`src/rtl/alu_pkg.sv`:
```
// Shared ALU encodings: ALUControl operation codes, main-decoder ALUOp classes
// and the operand forwarding-select codes used by the issue stage.
package alu_pkg;

  localparam logic [2:0] ALU_ADD = 3'b000;
  localparam logic [2:0] ALU_SUB = 3'b001;
  localparam logic [2:0] ALU_AND = 3'b010;
  localparam logic [2:0] ALU_OR  = 3'b011;
  localparam logic [2:0] ALU_SRL = 3'b100;
  localparam logic [2:0] ALU_SLT = 3'b101;
  localparam logic [2:0] ALU_XOR = 3'b110;
  localparam logic [2:0] ALU_SLL = 3'b111;

  localparam logic [1:0] ALUOP_MEM = 2'b00;
  localparam logic [1:0] ALUOP_BR  = 2'b01;
  localparam logic [1:0] ALUOP_R_I = 2'b10;
  localparam logic [1:0] ALUOP_U   = 2'b11;

  localparam logic [1:0] FWD_RF  = 2'b00;
  localparam logic [1:0] FWD_WB  = 2'b01;
  localparam logic [1:0] FWD_MEM = 2'b10;

endpackage

```
`src/rtl/alu_decoder.sv`:
```
// ALU decoder: maps main-decoder ALUOp plus {op[5], funct7[5], funct3} onto
// the 3-bit ALUControl code. Purely combinational; shared with the single-cycle core.
module alu_decoder
  import alu_pkg::*;
(
  input  logic [1:0] alu_op_i,
  input  logic [4:0] funct_i,
  output logic [2:0] alu_control_o
);

  logic       op5;
  logic       f7b5;
  logic [2:0] funct3;

  assign op5    = funct_i[4];
  assign f7b5   = funct_i[3];
  assign funct3 = funct_i[2:0];

  always_comb begin
    alu_control_o = ALU_ADD;
    case (alu_op_i)
      ALUOP_MEM: alu_control_o = ALU_ADD;
      ALUOP_BR:  alu_control_o = ALU_SUB;
      ALUOP_U:   alu_control_o = ALU_ADD;
      ALUOP_R_I: begin
        case (funct3)
          // Only R-type (op[5]=1) with funct7[5] subtracts; addi never does.
          3'b000:  alu_control_o = (op5 & f7b5) ? ALU_SUB : ALU_ADD;
          3'b001:  alu_control_o = ALU_SLL;
          3'b010:  alu_control_o = ALU_SLT;
          3'b011:  alu_control_o = ALU_ADD;
          3'b100:  alu_control_o = ALU_XOR;
          3'b101:  alu_control_o = ALU_SRL;
          3'b110:  alu_control_o = ALU_OR;
          3'b111:  alu_control_o = ALU_AND;
          default: alu_control_o = ALU_ADD;
        endcase
      end
      default: alu_control_o = ALU_ADD;
    endcase
  end

endmodule

```
`src/rtl/alu_issue_stage.sv`:
```
// ID/EX pipeline boundary: registers decoded control and operands, then drives
// ALUControl/SrcA/SrcB in EX with EX/MEM and MEM/WB forwarding applied.
module alu_issue_stage
  import alu_pkg::*;
#(
  parameter int XLEN = 32,
  parameter int RW   = 5
) (
  input  logic            clk,
  input  logic            rst_n,
  input  logic            ID_Valid,
  input  logic [1:0]      ID_ALUOp,
  input  logic [4:0]      ID_Funct,
  input  logic            ID_ALUSrc,
  input  logic            ID_RegWrite,
  input  logic [XLEN-1:0] ID_RD1,
  input  logic [XLEN-1:0] ID_RD2,
  input  logic [XLEN-1:0] ID_ImmExt,
  input  logic [RW-1:0]   ID_Rs1,
  input  logic [RW-1:0]   ID_Rs2,
  input  logic [RW-1:0]   ID_Rd,
  input  logic            Stall,
  input  logic            Flush,
  input  logic            MEM_RegWrite,
  input  logic [RW-1:0]   MEM_Rd,
  input  logic [XLEN-1:0] MEM_ALUResult,
  input  logic            WB_RegWrite,
  input  logic [RW-1:0]   WB_Rd,
  input  logic [XLEN-1:0] WB_Result,
  output logic            EX_Valid,
  output logic            EX_RegWrite,
  output logic [RW-1:0]   EX_Rd,
  output logic [2:0]      ALUControl,
  output logic [XLEN-1:0] SrcA,
  output logic [XLEN-1:0] SrcB,
  output logic [XLEN-1:0] EX_WriteData
);

  logic [2:0] id_alu_ctl;

  logic            valid_q,    valid_d;
  logic            regwrite_q, regwrite_d;
  logic            alusrc_q,   alusrc_d;
  logic [2:0]      alu_ctl_q,  alu_ctl_d;
  logic [XLEN-1:0] rd1_q,      rd1_d;
  logic [XLEN-1:0] rd2_q,      rd2_d;
  logic [XLEN-1:0] imm_q,      imm_d;
  logic [RW-1:0]   rs1_q,      rs1_d;
  logic [RW-1:0]   rs2_q,      rs2_d;
  logic [RW-1:0]   rd_q,       rd_d;

  logic [1:0]      fwd_a_sel, fwd_b_sel;
  logic [XLEN-1:0] fwd_a, fwd_b;

  function automatic logic [1:0] fwd_select(
    input logic [RW-1:0] rs,
    input logic          mem_we,
    input logic [RW-1:0] mem_rd,
    input logic          wb_we,
    input logic [RW-1:0] wb_rd
  );
    logic [1:0] sel;
    sel = FWD_RF;
    if (rs != '0) begin
      if (mem_we && (mem_rd == rs))    sel = FWD_MEM;
      else if (wb_we && (wb_rd == rs)) sel = FWD_WB;
    end
    return sel;
  endfunction

  alu_decoder u_alu_decoder (
    .alu_op_i      (ID_ALUOp),
    .funct_i       (ID_Funct),
    .alu_control_o (id_alu_ctl)
  );

  // ID side: next-state selection, Flush > Stall > load
  always_comb begin
    valid_d    = valid_q;
    regwrite_d = regwrite_q;
    alusrc_d   = alusrc_q;
    alu_ctl_d  = alu_ctl_q;
    rd1_d      = rd1_q;
    rd2_d      = rd2_q;
    imm_d      = imm_q;
    rs1_d      = rs1_q;
    rs2_d      = rs2_q;
    rd_d       = rd_q;
    if (Flush || (!Stall && !ID_Valid)) begin
      valid_d    = 1'b0;
      regwrite_d = 1'b0;
      alusrc_d   = 1'b0;
      alu_ctl_d  = ALU_ADD;
      rd1_d      = '0;
      rd2_d      = '0;
      imm_d      = '0;
      rs1_d      = '0;
      rs2_d      = '0;
      rd_d       = '0;
    end else if (!Stall) begin
      valid_d    = 1'b1;
      regwrite_d = ID_RegWrite;
      alusrc_d   = ID_ALUSrc;
      alu_ctl_d  = id_alu_ctl;
      rd1_d      = ID_RD1;
      rd2_d      = ID_RD2;
      imm_d      = ID_ImmExt;
      rs1_d      = ID_Rs1;
      rs2_d      = ID_Rs2;
      rd_d       = ID_Rd;
    end
  end

  always_ff @(posedge clk or negedge rst_n) begin
    if (!rst_n) begin
      valid_q    <= 1'b0;
      regwrite_q <= 1'b0;
      alusrc_q   <= 1'b0;
      alu_ctl_q  <= ALU_ADD;
      rd1_q      <= '0;
      rd2_q      <= '0;
      imm_q      <= '0;
      rs1_q      <= '0;
      rs2_q      <= '0;
      rd_q       <= '0;
    end else begin
      valid_q    <= valid_d;
      regwrite_q <= regwrite_d;
      alusrc_q   <= alusrc_d;
      alu_ctl_q  <= alu_ctl_d;
      rd1_q      <= rd1_d;
      rd2_q      <= rd2_d;
      imm_q      <= imm_d;
      rs1_q      <= rs1_d;
      rs2_q      <= rs2_d;
      rd_q       <= rd_d;
    end
  end

  // EX side: forwarding tracks the live MEM/WB ports, including while stalled
  assign fwd_a_sel = fwd_select(rs1_q, MEM_RegWrite, MEM_Rd, WB_RegWrite, WB_Rd);
  assign fwd_b_sel = fwd_select(rs2_q, MEM_RegWrite, MEM_Rd, WB_RegWrite, WB_Rd);

  always_comb begin
    fwd_a = rd1_q;
    case (fwd_a_sel)
      FWD_MEM: fwd_a = MEM_ALUResult;
      FWD_WB:  fwd_a = WB_Result;
      default: fwd_a = rd1_q;
    endcase
  end

  always_comb begin
    fwd_b = rd2_q;
    case (fwd_b_sel)
      FWD_MEM: fwd_b = MEM_ALUResult;
      FWD_WB:  fwd_b = WB_Result;
      default: fwd_b = rd2_q;
    endcase
  end

  assign EX_Valid     = valid_q;
  assign EX_RegWrite  = regwrite_q & valid_q;
  assign EX_Rd        = rd_q;
  assign ALUControl   = alu_ctl_q;
  assign SrcA         = fwd_a;
  assign SrcB         = alusrc_q ? imm_q : fwd_b;
  assign EX_WriteData = fwd_b;

endmodule

```
`config.mk`:
```
export PLATFORM = sky130hd
export DESIGN_NAME = alu_issue_stage
export DESIGN_NICKNAME = d
export VERILOG_FILES = /design/src/rtl/alu_pkg.sv /design/src/rtl/alu_decoder.sv /design/src/rtl/alu_issue_stage.sv
export SDC_FILE = /design/constraint.sdc
export NUM_CORES = 1
export LEC_CHECK = 0
export CORE_AREA = 2 2 119 121
export CTS_BUF_LIST = sky130_fd_sc_hd__clkbuf_4
export DETAILED_ROUTE_END_ITERATION = 8
export DIE_AREA = 0 0 121 123
export PLACE_DENSITY = 0.88
export SYNTH_ARGS = -nofsm -noshare
export SYNTH_HDL_FRONTEND = slang
export SYNTH_SLANG_ARGS = --single-unit
```
`constraint.sdc`:
```
create_clock -name clk -period 9.2 [get_ports clk]
set_input_delay 1.84 -clock clk [delete_from_list [all_inputs] [get_ports clk]]
set_output_delay 1.84 -clock clk [all_outputs]
set_load 0.01 [all_outputs]
```
==> reports/metrics.yaml <==
status:
  status: "finished clean"
global_route:
  grt.overflow.total: 0
  grt_pass1_vias: 6068
  antenna_found_initial: 2
  grt_max_degree: 70
  grt_pass1_wl_um: 34200
  grt_use_total: 0.308
finish:
  instances_no_fill: 1044
  drive_gt1_frac: 0.0811
  area_delta_synth_final_pct: 56.9
  num-fill-cells: 1045
  postLayoutCoreUtil: 0.696
  final_nets: 1058
  fin_area_sq_mm: 0.00947
clock_network:
  insertion_delay_ns: 0.52
  hold_buffers: 0
  htreeDepth: 4
  cts_tree: "yes"
  cts_setup_buffers: 0
  cts.sinks: 117
  cts_buffers: 17
  path_clk_slew_ns: 0.10
  clock_path_buffers: 2
  clockRootBuffer: "clkbuf_4"
  ctsResizeCount: 0
synth:
  ys_ff_latch: 117
  synth_edf_count: 0
  syn_nets: 782
  syn-cell-area_sq_mm: 0.00604
  ys_async_sr_fraction: 1.00
  yosysWarnings: 0
  yosysUniqueCellTypes: 29
  synth_area_per_cell_sq_um: 10.5
  yosysTopAreaCellShare: 0.485
  netlist_instances: 575
  yosysTopAreaCell: "dfrtp_1"
  ys_seq_area_frac: 0.485
  yosys-top-cells-area: "dfrtp_1 (48%), a22o_1 (16%), a22oi_1 (8.0%)"
  synth_common_cells: "dfrtp_1 (117), a22o_1 (112), nand2_1 (67), o21ai_0 (67), a22oi_1 (64)"
  synthFlopType: "dfrtp_1"
  synth.most_common_cell: "dfrtp_1"
floorplan:
  die_y_um: 123
  coreArea_sq_mm: 0.0136
  rows: 43
  chipWidth_um: 121
  initial_core_util: 0.444
  io_pins: 307
  die_area_sq_mm: 0.0149
critical_path:
  r2r_start: "alusrc_q$_DFFE_PN0P_"
  worst_r2r_path_depth: 1
  end_kind: "output port"
  crit_start: "MEM_Rd[0]"
  setup.worst_path.end: "SrcB[11]"
  crit_type: "in2out"
  r2r-end: "alusrc_q$_DFFE_PN0P_"
  crit_required_ns: 7.36
  cp-start-kind: "input port"
  rrSetupSlack_ns: 7.98
  crit_fanout: 19
  worst_ep_arrival_time_ns: 5.60
sta:
  tns_ns: 0
  hold_viol_final: 0
  drv_slew: 0
  layout_min_cycle_time_ns: 7.44
  grt_setup_unrepaired: "false"
  worst_slack_ns: 1.76
  fin_crit_sh: 0.809
  holdWs_ns: 0.500
  slew_headroom: 0.168
  setup_viol: 0
  tightest_slew_ns: 1.25
  finClkSkew_ns: 0
  fmax_mhz: 134
routing:
  routed_via_density: 5.83
  drtPass1Iterations: 5
  wl_per_cell_um: 21.9
  ant_nets: 0
  drtIter0Drc: 580
  drt-total-wl_um: 22800
  remaining_drc_errors: 0
  routed-via-count: 6082
power_and_ir_drop:
  ir_drop_mv: 0.0827
  power_density_mw_per_mm2: 125
  p_leak_nw: 3.86
  total_power_mw: 1.18
placement:
  place_area_sq_mm: 0.00917
  placedCellCount: 1012
  pre_cts_ws_ns: 1.81
  dp_hpwl_um: 16600
  port_buffers: 306
  gp_congestion: 0.935
min_path:
  hold_depth: 2
  hold_class: "reg2reg"
job:
  drv_cap: 0
[sequential cells by signal (all words and copies together) (netlist names), 3 cells and up]
name        flops
imm_q          32
rs2_q           5
ALUControl      3
rd2_q          32
rd1_q          32
rs1_q           5
EX_Rd           5
[layout make-up]
cell class	count	area, sq um	share of cell area
timing repair buffer	313	3110	0.329
sequential	117	2930	0.309
multi-input combinational	400	2900	0.306
tap	180	225	0.0238
clock inverter	13	164	0.0173
clock buffer	18	135	0.0143
inverter	2	7.51	0.000792
antenna	1	2.50	0.000264
[per-layer routing]
| metal | part of all wire | track usage | vias up |
|---|---|---|---|
| met5 | 0.00048 | 0 | - |
| met4 | 0.038 | 0.151 | 2 |
| met3 | 0.088 | 0.0816 | 56 |
| met2 | 0.49 | 0.514 | 352 |
| met1 | 0.38 | 0.370 | 2916 |
| li1 | - | - | 2756 |
[kinds of logic after synthesis]
kind of cell | share of synthesized area
DFF | 0.485
xor gates and xnor gates | 0.0319
buffers and inverters | 0.0381
muxes | 0.0597
adders and majority gates | 0.0124
AOI/OAI and AO/OA | 0.306
and+or+nand+nor | 0.0669
[worst max-delay path, stage by stage]
cell             delay, ns
clkdlybuf4s50_1       0.44
xor2_1                0.18
nor4_1                0.30
and3_1                0.26
nor2b_1               0.15
ha_1                  0.79
buf_4                 0.37
a22oi_1               0.09
o21ai_0               0.39
mux2_2                0.24
clkdlybuf4s50_1       0.54
[how the worst min path moves through the flow]
stage                                          from                        end
after global placement    ALUControl[2]$_DFFE_PN0P_  ALUControl[2]$_DFFE_PN0P_
final                     ALUControl[2]$_DFFE_PN0P_  ALUControl[2]$_DFFE_PN0P_
after floorplan              regwrite_q$_DFFE_PN0P_     regwrite_q$_DFFE_PN0P_
after detailed placement  ALUControl[2]$_DFFE_PN0P_  ALUControl[2]$_DFFE_PN0P_
after CTS                 ALUControl[2]$_DFFE_PN0P_  ALUControl[2]$_DFFE_PN0P_
after global routing          rd1_q[15]$_DFFE_PN0P_      rd1_q[15]$_DFFE_PN0P_
[layout by cell type (no fill, tap or decap), drive strengths merged]
cell type      Yosys  routed
nand3              1       1
buf               10       8
xnor2             14      14
nor2               3       3
a32o               2       2
a21o               1       1
nor2b              3       3
nor3b              1       1
nand2b             3       3
nand2             67      67
xor2               8       8
a22o             113     113
inv                2       2
a22oi             64      64
or4                4       4
a21oi              1       1
clkdlybuf4s50      0     305
diode              0       1
dfrtp            117     117
mux2              32      32
and2               1       1
nand4              2       2
bufinv             0       4
nor4               4       4
clkinvlp           0       2
clkinv             0       7
o311ai             1       1
o21ai             67      67
clkbuf            46      18
and3               2       2
ha                 6       6
[power by group]
| part | internal, mW | total (mW) | switching [mW] | leakage, nW |
|---|---|---|---|---|
| Combinational | 0.138 | 0.229 | 0.0907 | 2.11 |
| Sequential | 0.533 | 0.548 | 0.0149 | 1.60 |
| Clock | 0.212 | 0.404 | 0.193 | 0.155 |
| Total | 0.883 | 1.18 | 0.298 | 3.86 |
Note: power is estimated with default switching activity, not from simulation.
